<file path="config.mk">
export PLATFORM = sky130hd
export DESIGN_NAME = inta_sequencer
export DESIGN_NICKNAME = d
export VERILOG_FILES = /design/src/rtl/pic_pkg.sv /design/src/rtl/int_synchronizer.sv /design/src/rtl/inta_sequencer.sv
export SDC_FILE = /design/constraint.sdc
export NUM_CORES = 1
export LEC_CHECK = 0
export CAP_MARGIN = 20
export CORE_UTILIZATION = 49
export CTS_CLUSTER_DIAMETER = 60
export CTS_CLUSTER_SIZE = 40
export DETAILED_ROUTE_END_ITERATION = 6
export PLACE_DENSITY = 0.91
export SLEW_MARGIN = 10
export SYNTH_ARGS = -nofsm -noshare
export SYNTH_HDL_FRONTEND = slang
export SYNTH_HIERARCHICAL = 1
export SYNTH_SLANG_ARGS = --single-unit
</file>
<file path="constraint.sdc">
create_clock -name clk -period 4.26 [get_ports clk]
set_input_delay 0.852 -clock clk [delete_from_list [all_inputs] [get_ports clk]]
set_output_delay 0.852 -clock clk [all_outputs]
set_load 0.03 [all_outputs]
</file>
<file path="src/rtl/pic_pkg.sv">
// Shared definitions for the PIC interface blocks: sequencer states,
// default acknowledge timing and the vector width.
package pic_pkg;

   localparam int VEC_W               = 8;
   localparam int INTA_LOW_CYCLES_DEF = 3;
   localparam int INTA_GAP_CYCLES_DEF = 2;
   localparam int HOLDOFF_CYCLES_DEF  = 3;

   typedef enum logic [2:0] {
      IDLE    = 3'd0,
      ACK1    = 3'd1,
      GAP     = 3'd2,
      ACK2    = 3'd3,
      DELIVER = 3'd4,
      HOLDOFF = 3'd5
   } inta_state_t;

   // Largest of three timing values; sizes the shared down-counter.
   function automatic int max3(input int a, input int b, input int c);
      int m;
      m = (a > b) ? a : b;
      return (m > c) ? m : c;
   endfunction

endpackage

</file>
<file path="src/rtl/int_synchronizer.sv">
// Multi-flop synchroniser for an asynchronous PIC pin. The output is the
// last flop of the chain; all flops clear on reset.
module int_synchronizer #(
   parameter int SYNC_STAGES = 2
) (
   input  logic clk,
   input  logic rst_n,
   input  logic async_in,
   output logic sync_out
);

   logic [SYNC_STAGES-1:0] sync_ff;

   // Shift the asynchronous pin through the flop chain.
   always_ff @(posedge clk or negedge rst_n) begin
      if (!rst_n) begin
         sync_ff <= '0;
      end else begin
         sync_ff <= {sync_ff[SYNC_STAGES-2:0], async_in};
      end
   end

   assign sync_out = sync_ff[SYNC_STAGES-1];

endmodule

</file>
<file path="src/rtl/inta_sequencer.sv">
// CPU-side interrupt-acknowledge sequencer. Synchronises INT, issues the
// two-pulse INTA_n sequence under LOCK_n, captures the vector from the data
// bus at the end of the second pulse and hands it to the core via
// vector_valid / vector_ack. A hold-off period after delivery stops a stale
// synchronised INT from immediately re-triggering.
module inta_sequencer
   import pic_pkg::*;
#(
   parameter int SYNC_STAGES     = 2,
   parameter int INTA_LOW_CYCLES = INTA_LOW_CYCLES_DEF,
   parameter int INTA_GAP_CYCLES = INTA_GAP_CYCLES_DEF,
   parameter int HOLDOFF_CYCLES  = HOLDOFF_CYCLES_DEF
) (
   input  logic             clk,
   input  logic             rst_n,
   input  logic             INT,
   input  logic             int_enable,
   input  logic [VEC_W-1:0] data_bus,
   output logic             INTA_n,
   output logic             LOCK_n,
   output logic [VEC_W-1:0] vector,
   output logic             vector_valid,
   input  logic             vector_ack,
   output logic             busy
);

   localparam logic [2:0] ST_IDLE    = IDLE;
   localparam logic [2:0] ST_ACK1    = ACK1;
   localparam logic [2:0] ST_GAP     = GAP;
   localparam logic [2:0] ST_ACK2    = ACK2;
   localparam logic [2:0] ST_DELIVER = DELIVER;
   localparam logic [2:0] ST_HOLDOFF = HOLDOFF;

   localparam int CNT_MAX = max3(INTA_LOW_CYCLES, INTA_GAP_CYCLES, HOLDOFF_CYCLES);
   localparam int CNT_W   = $clog2(CNT_MAX + 1);

   localparam logic [CNT_W-1:0] LOW_LOAD  = CNT_W'(INTA_LOW_CYCLES - 1);
   localparam logic [CNT_W-1:0] GAP_LOAD  = CNT_W'(INTA_GAP_CYCLES - 1);
   localparam logic [CNT_W-1:0] HOLD_LOAD = CNT_W'(HOLDOFF_CYCLES - 1);

   logic [2:0]       state;
   logic [CNT_W-1:0] cnt;
   logic             int_sync;
   logic             cnt_zero;

   int_synchronizer #(
      .SYNC_STAGES (SYNC_STAGES)
   ) u_int_sync (
      .clk      (clk),
      .rst_n    (rst_n),
      .async_in (INT),
      .sync_out (int_sync)
   );

   assign cnt_zero = (cnt == '0);

   // Acknowledge FSM; every pin-facing output is registered so INTA_n and
   // LOCK_n change at most once per edge and release at once on reset.
   always_ff @(posedge clk or negedge rst_n) begin
      if (!rst_n) begin
         state        <= ST_IDLE;
         cnt          <= '0;
         INTA_n       <= 1'b1;
         LOCK_n       <= 1'b1;
         vector       <= '0;
         vector_valid <= 1'b0;
         busy         <= 1'b0;
      end else begin
         case (state)
            ST_IDLE: begin
               if (int_sync && int_enable) begin
                  state  <= ST_ACK1;
                  cnt    <= LOW_LOAD;
                  INTA_n <= 1'b0;
                  LOCK_n <= 1'b0;
                  busy   <= 1'b1;
               end
            end
            // Once the first pulse starts, both pulses always complete.
            ST_ACK1: begin
               if (cnt_zero) begin
                  state  <= ST_GAP;
                  cnt    <= GAP_LOAD;
                  INTA_n <= 1'b1;
               end else begin
                  cnt <= cnt - 1'b1;
               end
            end
            ST_GAP: begin
               if (cnt_zero) begin
                  state  <= ST_ACK2;
                  cnt    <= LOW_LOAD;
                  INTA_n <= 1'b0;
               end else begin
                  cnt <= cnt - 1'b1;
               end
            end
            // Vector is sampled in the last low cycle of the second pulse.
            ST_ACK2: begin
               if (cnt_zero) begin
                  state        <= ST_DELIVER;
                  vector       <= data_bus;
                  INTA_n       <= 1'b1;
                  LOCK_n       <= 1'b1;
                  vector_valid <= 1'b1;
               end else begin
                  cnt <= cnt - 1'b1;
               end
            end
            ST_DELIVER: begin
               if (vector_ack) begin
                  state        <= ST_HOLDOFF;
                  cnt          <= HOLD_LOAD;
                  vector_valid <= 1'b0;
               end
            end
            ST_HOLDOFF: begin
               if (cnt_zero) begin
                  state <= ST_IDLE;
                  busy  <= 1'b0;
               end else begin
                  cnt <= cnt - 1'b1;
               end
            end
            default: begin
               state        <= ST_IDLE;
               cnt          <= '0;
               INTA_n       <= 1'b1;
               LOCK_n       <= 1'b1;
               vector_valid <= 1'b0;
               busy         <= 1'b0;
            end
         endcase
      end
   end

endmodule

</file>
==> impl_metrics.tcl <==
set metrics [dict create \
    status "finished clean" \
    clock-sinks 19 \
    synth_ff_type "dfrtp_1" \
    post_cts_resize_count 0 \
    start_kind "flip-flop" \
    synth.net_count 102 \
    yosys_warnings 6 \
    cts_tree "done" \
    crit_family "buffers and inverters" \
    place_ws_ps 1980 \
    timing.slew.headroom_pct 43.3 \
    tns_ps 0 \
    netlist_top_cells_area "dfrtp_1, mux2_1, dfstp_2, ha_1, nor2_1" \
    insertion_delay_ps 280 \
    antenna_found_initial 0 \
    worst_slack_ps 1890 \
    path_buf_inv 1 \
    ios 25 \
    finalHoldViolCount 0 \
    placementRows 15 \
    critical-path-max-stage-delay_ps 670 \
    totalWireLength_um 1800 \
    reg2reg_from "cnt[0]$_DFFE_PN0P_" \
    crit_slowest_cell "clkdlybuf4s50_1" \
    postLayoutCoreUtil_pct 68.3 \
    crit_required_ps 3410 \
    setup_violations 0 \
    syn_inst 85 \
    startpoint "LOCK_n$_DFFE_PN1P_" \
    rsz0062_at_grt "false" \
    core-area_mm2 0.00178 \
    critPathKind "flip-flop to primary output" \
    htree_levels 1 \
    synth_seq_area_share_pct 49.8 \
    cts.clk_slew.worst_paths_ps 100 \
    synthDominantAreaCellType "dfrtp_1" \
    skew_ps 1.87 \
    worstHoldStart "u_int_sync/sync_ff[0]$_DFF_PN0_" \
    antenna_cells 0 \
    hp-class "flip-flop to flip-flop" \
    die-area_mm2 0.00214 \
    yosysMostFrequentCell "dfrtp_1" \
    grtUsageTotal_pct 18.8 \
    place_hpwl_um 1350 \
    ys_types 32 \
    rrSetupSlack_ps 2520 \
    firstDrtPassIters 4 \
    clockRootBuffer "clkbuf_4" \
    arrival_ps 1520 \
    syn_to_final_growth_pct 26.9 \
    clockBufferDepth 2 \
    drive_gt1_share_pct 11.1 \
    fill_cells 133 \
    cap_violations 0 \
    power.leakage_uw 0.000512 \
    crit_path_end_kind "primary output" \
    wl_per_cell_um 13.5 \
    die_w_um 46.3 \
    cts-buffers-inserted 3 \
    synth_edf_count 0 \
    max-vdd-ir-drop_uv 424 \
    max_freq_ghz 0.422 \
    synth-seq-cells 19 \
    cts_setup_buffers 0 \
    layout.nets 126 \
    start_util_pct 53.8 \
    grt_pass1_wl_um 2770 \
    min_period_ps 2370 \
    crit_fanout 3 \
    drt-vias-per-instance 5.38 \
    cts_hold_buf 0 \
    drc 0 \
    worst_pin_slew_ps 848 \
    power.density_mw_per_mm2 756 \
    port-buffer-count 24 \
    synth_top_area_share_pct 44.3 \
    cp_cell_sequence "clkdlybuf4s50_1" \
    fin_crit_sh_pct 55.7 \
    num_vias 715 \
    grt_max_degree 20 \
    die_y_um 46.3 \
    yosys-top-cells-count "dfrtp_1, nor2_1, mux2_1, nand2_1, o21ai_0" \
    ant_nets 0 \
    dr.first_iter.drc_count 4 \
    avgSynthCellArea_um2 11.3 \
    gr-total-overflow 0 \
    grt_pass1_vias 689 \
    slew_viol_final 0 \
    synth_area_um2 960 \
    place.gp.congestion 0.805 \
    async_flop_share_pct 100 \
]
placed cells by master (no fill, tap or decap), drive strengths merged, types with 2 or more instances in the layout:
cell type	synthesis	routed
clkdlybuf4s50	0	24
dfrtp	17	17
nor2	9	9
mux2	9	9
nand2	7	7
o21ai	7	7
inv	5	5
ha	4	4
clkbuf	0	4
a21oi	3	3
dfstp	2	2
a211oi	2	2
cell families after synthesis:
kind of cell,Yosys count,share of synthesized area (%)
AOI/OAI and AO/OA,20,14.9
xor gates and xnor gates,2,1.83
adders and majority gates,4,5.22
buffers and inverters,10,6.39
DFF,19,49.8
muxes,10,11.6
and+or+nand+nor,20,10.3
final timing paths:
check                                             endpoint  cells past startpoint
hold / removal             u_int_sync/sync_ff[1]$_DFF_PN0_                      0
max in group asynchronous             state[2]$_DFFE_PN0P_                      1
min in group asynchronous                 busy$_DFFE_PN0P_                      1
setup reg to reg                        cnt[1]$_DFFE_PN0P_                      5
setup / recovery                                    LOCK_n                      1
hold reg to reg            u_int_sync/sync_ff[1]$_DFF_PN0_                      0
cell type report:
type                    instances  area (µm²)  share of cell area [%]
repair buffers                 24         240                    19.7
flip-flops and latches         19         478                    39.3
multi-input cells              56         420                    34.5
inverters                       5        21.3                    1.75
well taps                      25        31.3                    2.57
clock buffers                   4        26.3                    2.16
flip-flops by register name, summed over array words and instances (netlist names):
| register | flops |
|---|---|
| state | 3 |
| LOCK_n | 1 |
| INTA_n | 1 |
| vector_valid | 1 |
| cnt | 2 |
| vector | 8 |
| u_int_sync/sync_ff | 2 |
| busy | 1 |
per-stage QoR:
step	hold slack [ps]	instances	area, µm²	power (µW)
2_1_floorplan	331	85	960	689
3_3_place_gp	333	129	1190	816
3_5_place_dp	338	129	1190	839
4_1_cts	361	133	1220	930
5_1_grt	378	133	1220	985
6_report	358	133	1220	921
power breakdown:
group / switching (µW) / internal, µW
logic: 256 / 227
clock network: 49.8 / 36.3
registers: 91.0 / 261
per-layer routing:
layer	GRT usage, %	part of all wire, %
met1	22.9	43
met2	32.1	51
met3	4.31	5.6
met4	7.06	0.72
met5	0	0
(Power assumes the default switching activity.)
